==> config.mk <==
export PLATFORM = sky130hd
export DESIGN_NAME = apb_modport
export DESIGN_NICKNAME = d
export VERILOG_FILES = /design/src/rtl/apb_modport.sv
export SDC_FILE = /design/constraint.sdc
export NUM_CORES = 1
export LEC_CHECK = 0
export CAP_MARGIN = 30
export CORE_MARGIN = 1.5
export CORE_UTILIZATION = 32
export CTS_CLUSTER_DIAMETER = 200
export DETAILED_ROUTE_END_ITERATION = 12
export MAX_ROUTING_LAYER = met4
export SETUP_SLACK_MARGIN = 0.2
export SLEW_MARGIN = 25
export SYNTH_ARGS = -nofsm -noshare
export SYNTH_HDL_FRONTEND = slang
export SYNTH_SLANG_ARGS = --single-unit
==> constraint.sdc <==
create_clock -name pclk -period 2.53 [get_ports pclk]
set_input_delay 0.3795 -clock pclk [delete_from_list [all_inputs] [get_ports pclk]]
set_output_delay 0.3795 -clock pclk [all_outputs]
set_load 0.1 [all_outputs]
==> src/rtl/apb_modport.sv <==
// -----------------------------------------------------------------------------
// apb_modport
//   APB slave with a small byte-strobed register memory of MEM_DEPTH words.
//   Reads load prdata at the end of the setup phase, so read data is valid for
//   the whole access phase. Writes commit at the completing access edge.
//
//   Optional feature macro: APB_WAIT_STATE_EN
//     defined   -> every transfer takes exactly one wait state
//     undefined -> zero wait states (pready high in every access cycle)
//
// Ports
//   pclk     in   1           clock, rising edge
//   presetn  in   1           synchronous reset, ACTIVE-HIGH despite the name
//   paddr    in   ADDR_WIDTH  byte address
//   psel     in   1           slave select
//   penable  in   1           access phase indicator
//   pwrite   in   1           1 = write, 0 = read
//   pwdata   in   DATA_WIDTH  write data
//   pstrb    in   STRB_WIDTH  write byte enables
//   prdata   out  DATA_WIDTH  registered read data
//   pready   out  1           transfer completion (combinational)
//   pslverr  out  1           error response for a bad address
// -----------------------------------------------------------------------------
module apb_modport #(
  parameter  int ADDR_WIDTH = 8,
  parameter  int DATA_WIDTH = 32,
  parameter  int MEM_DEPTH  = 16,
  localparam int STRB_WIDTH = DATA_WIDTH / 8
) (
  input  logic                  pclk,
  input  logic                  presetn,
  input  logic [ADDR_WIDTH-1:0] paddr,
  input  logic                  psel,
  input  logic                  penable,
  input  logic                  pwrite,
  input  logic [DATA_WIDTH-1:0] pwdata,
  input  logic [STRB_WIDTH-1:0] pstrb,
  output logic [DATA_WIDTH-1:0] prdata,
  output logic                  pready,
  output logic                  pslverr
);

  // Number of byte-offset bits inside one word (0 for an 8-bit bus).
  localparam int OFF_BITS = (STRB_WIDTH > 1) ? $clog2(STRB_WIDTH) : 0;
  // Storage index width; kept at least 1 so a single-word memory still elaborates.
  localparam int IDX_BITS = (MEM_DEPTH > 1) ? $clog2(MEM_DEPTH) : 1;
  localparam logic [ADDR_WIDTH-1:0] OFF_MASK = ADDR_WIDTH'(STRB_WIDTH - 1);

  // An address is bad when it is past the last word or not word aligned.
  function automatic logic addr_bad(input logic [ADDR_WIDTH-1:0] a);
    logic [ADDR_WIDTH-1:0] idx;
    idx = a >> OFF_BITS;
    return (32'(idx) >= 32'(MEM_DEPTH)) || ((a & OFF_MASK) != {ADDR_WIDTH{1'b0}});
  endfunction

  logic [DATA_WIDTH-1:0] mem_r [MEM_DEPTH];

  logic [ADDR_WIDTH-1:0] word_idx_s;
  logic [IDX_BITS-1:0]   mem_idx_s;
  logic                  addr_err_s;
  logic                  setup_s;
  logic                  access_s;
  logic                  rd_setup_s;
  logic                  pready_s;
  logic                  wr_en_s;

`ifdef APB_WAIT_STATE_EN
  logic                  wait_r;

  // Wait-state flag: set in the first access cycle, cleared once the transfer completes.
  always_ff @(posedge pclk) begin
    if (presetn) begin
      wait_r <= 1'b0;
    end else begin
      wait_r <= access_s & ~wait_r;
    end
  end
`endif

  // Phase decode, address check and handshake outputs.
  always_comb begin
    word_idx_s = paddr >> OFF_BITS;
    mem_idx_s  = word_idx_s[IDX_BITS-1:0];
    addr_err_s = addr_bad(paddr);
    setup_s    = psel & ~penable;
    access_s   = psel & penable;
    rd_setup_s = setup_s & ~pwrite;
`ifdef APB_WAIT_STATE_EN
    // First access cycle waits; pready rises once wait_r has been set.
    pready_s   = access_s & wait_r & ~presetn;
`else
    pready_s   = access_s & ~presetn;
`endif
    // Reset has priority in the storage process, so gating here is for the bus only.
    wr_en_s    = pready_s & pwrite & ~addr_err_s;
    pready     = pready_s;
    pslverr    = pready_s & addr_err_s;
  end

  // Storage writes with byte strobes and registered read data capture.
  always_ff @(posedge pclk) begin
    if (presetn) begin
      for (int i = 0; i < MEM_DEPTH; i++) begin
        mem_r[i] <= {DATA_WIDTH{1'b0}};
      end
      prdata <= {DATA_WIDTH{1'b0}};
    end else begin
      if (wr_en_s) begin
        for (int b = 0; b < STRB_WIDTH; b++) begin
          if (pstrb[b]) begin
            mem_r[mem_idx_s][8*b +: 8] <= pwdata[8*b +: 8];
          end
        end
      end
      // Loaded at the end of a read setup phase and held through wait states.
      if (rd_setup_s) begin
        prdata <= addr_err_s ? {DATA_WIDTH{1'b0}} : mem_r[mem_idx_s];
      end
    end
  end

endmodule

==> results of run 1 <==
## worst reg2reg max path: cells and delay by family, from the launching register on
kind / cells / cell delay, ns
multiplexers: 2 / 0.86
flip-flops: 1 / 0.38
AO/OA/AOI/OAI: 1 / 0.15
## cell families (layout without fill, tap and decap cells)
logic type | Yosys count | count (layout) | synth area share [%]
AO/OA/AOI/OAI | 36 | 36 | 1.19
buffers and inverters | 166 | 436 | 3.14
flip-flops | 544 | 544 | 61.2
multiplexers | 160 | 160 | 12.2
other | 0 | 4 | 0
AND/OR/NAND/NOR | 758 | 758 | 22.3
## synthesized netlist by cell type, types with 2 or more instances
master | instances | area (um^2)
mux2i_1 | 32 | 320
dfxtp_1 | 32 | 641
buf_4 | 4 | 30.0
clkbuf_1 | 76 | 285
nand4_2 | 2 | 25.0
inv_1 | 32 | 120
nand4_1 | 64 | 400
edfxtp_1 | 512 | 15400
or4b_1 | 2 | 20.0
o2111ai_1 | 32 | 280
nand4b_4 | 4 | 95.1
o21bai_1 | 4 | 30.0
nand4b_2 | 4 | 60.1
and2_1 | 482 | 3020
mux4_2 | 128 | 2880
buf_6 | 5 | 56.3
or2_1 | 44 | 275
or4bb_1 | 6 | 67.6
nor4_4 | 60 | 1280
nand3b_1 | 33 | 248
clkinv_1 | 5 | 18.8
buf_12 | 6 | 120
or2_2 | 16 | 100
nor3_1 | 32 | 160
buf_2 | 37 | 185
## final cells by class
class	instances	share of cell area, %
multi-input combinational	954	29.8
sequential	544	51.0
clock inverter	38	0.777
tap	1060	4.22
timing repair buffer	293	8.97
antenna	4	0.0319
inverter	37	0.458
clock buffer	68	4.74
## state kept, by name, indices dropped and copies added (netlist names)
| register | count |
|---|---|
| mem_r | 512 |
| prdata | 32 |
## per-layer routing
metal	vias up	wire length, um	global-route usage, %
met5	-	0	-
met4	0	1650	5.07
met2	514	31700	26.3
li1	6777	-	-
met3	83	4620	2.65
met1	7610	30000	23.1
## metrics by stage
| stage | hold WS [ns] | worst slack (ns) | total power [uW] | setup TNS (ns) | std cells |
|---|---|---|---|---|---|
| after floorplan | 0.578 | 0.123 | 11400 | 0 | 1664 |
| after CTS | 0.415 | 0.271 | 20100 | 0 | 2994 |
| after global placement | 0.511 | -0.256 | 12200 | -57.54 | 2888 |
| after detailed placement | 0.499 | -0.259 | 12200 | -65.36 | 2888 |
| final | 0.455 | 0.280 | 19900 | 0 | 2998 |
| after global routing | 0.443 | 0.245 | 20500 | 0 | 2998 |
## power by group
group	internal (uW)	switching (uW)
registers	10200	159
logic	690	928
clock network	4380	3490
total	15300	4580
## final timing paths
kind	endpoint	slack (ns)	cells after the start	startpoint
max	pslverr	0.28	4	paddr[6]
max reg2reg	prdata[31]	1.01	3	mem_r[9][31]
min reg2reg	prdata[2]	0.52	2	prdata[2]
min	mem_r[15][6]	0.46	3	presetn
==> summary.txt, run 1 <==
Synthesis
  – Synth Register Bits: 544
  – Distinct cells, synth: 35
  – Syn. warnings: 0
  – Synthesized Nets: 1713
  – Syn Std Cell Area: 26200 um^2
  – Post-synthesis sequential area ratio: 61.2%
  – Syn Area/Cell: 15.7 um^2
  – Ys flop type: edfxtp_1
  – Post-synth EDFFs: 512
  – Mapped Cells: 1664
  – Fraction of registers with async set/reset: 0%

Floorplanning
  – Ports: 83
  – Initial Utilization: 32.4%
  – Core Rows: 104
  – Die Y: 289 um
  – Die ar.: 83500 um^2
  – Chip Width: 289 um
  – Core Box Area: 80800 um^2

Critical path
  – Critical Path RT: 2.15 ns
  – CP Buf/Inv Count: 2
  – Critical path's slowest cell: or4_4
  – CP top delay family: simple AND/OR/NAND/NOR gates
  – Max stage delay on crit path: 0.67 ns
  – Crit Path Category: input port to output pin
  – Setup crit end kind: output pin
  – CP Data Arrival Time: 1.87 ns
  – Max FO, Critical Path: 7
  – Worst path cell trace: clkdlybuf4s50_1 > or4_4 > and2_1 > buf_12
  – CP Launch Type: input port

Placement
  – Post-DP HPWL: 48.1 mm
  – RD Place Congestion: 0.827
  – Placed cell areas: 29700 um^2
  – IO buf count: 82

Drt
  – Drt pass-1 iters: 5
  – Total DRC errors in the routed layout: 0
  – Post-DRT Antenna Nets: 0
  – Iter 0 DRT Violations: 1272
  – Vias per cell: 5.00
  – Via Count: 15000
  – Drt wl/cell: 22.7 um
  – Total wire length: 67.9 mm

Worst hold path
  – Worst min path class: input port to flip-flop

Power
  – Leak pwr: 0.0112 uW
  – Worst vdd ir: 532 uV
  – PwrDens: 633 nW/um^2

CTS
  – CTS tree: done
  – Root Buffer: clkbuf_16
  – Worst-path clk slew: 0.06 ns
  – CTS sink count: 544
  – Max clock buf depth: 3
  – Post-CTS sizing: 0
  – H-tree levels: 2
  – Setup Fix Bufs, Post-CTS: 0
  – Clock latency on the worst-skew pair: 0.62 ns
  – Hold Buf Count CTS: 0
  – Num CTS Buffers: 58

Finish
  – Most frequent cells in the layout: 512 x edfxtp_1, 482 x and2_1, 206 x buf_4, 128 x mux4_2, 64 x nand4_1
  – Total Nets Final: 1937
  – Final instance area: 31400 um^2
  – Area of the multi-input gates: 9360 um^2
  – Layout cell share with drive strength beyond 1: 28.4%
  – Fin util: 38.9%
  – Reg area: 16000 um^2
  – # fillers: 7374
  – Growth of design area from synthesis to finish: 20.0%
  – Commonest non-fill, non-tap cell in the layout: edfxtp_1

Timing
  – # setup viols final: 0
  – Slew @ Worst Pin: 0.916 ns
  – Skew final: 0.0286 ns
  – Max Clk Rate: 0.444 GHz
  – Worst slew margin: 38.8%
  – Final Max Tran Viols: 0
  – Period utilization: 88.9%
  – Fin. Hold Viols: 0
  – Crit path time final: 2.25 ns
  – RSZ-0062 raised after global routing: no

Run
  – Max Cap Viol: 0

Global routing
  – GRT Total Usage: 17.0%
  – Vias in the first global route: 15400
  – Aggregate global routing overflow: 0
  – Largest net degree at the start of global routing: 67
  – Initial antenna violation count: 4
  – First-pass GRT wire length: 102 mm

Status
  – Outcome: completed
Note: power is estimated with default switching activity, not from simulation.
==> run 2: changes to the inputs <==
--- a/config.mk
+++ b/config.mk
@@ -12,6 +12,7 @@
 export DETAILED_ROUTE_END_ITERATION = 12
 export MAX_ROUTING_LAYER = met4
 export SETUP_SLACK_MARGIN = 0.2
+export SKIP_CTS_REPAIR_TIMING = 1
 export SLEW_MARGIN = 25
 export SYNTH_ARGS = -nofsm -noshare
 export SYNTH_HDL_FRONTEND = slang
==> results of run 2 <==
No change in the layout: final DEF, timing and power equal those of run 1.
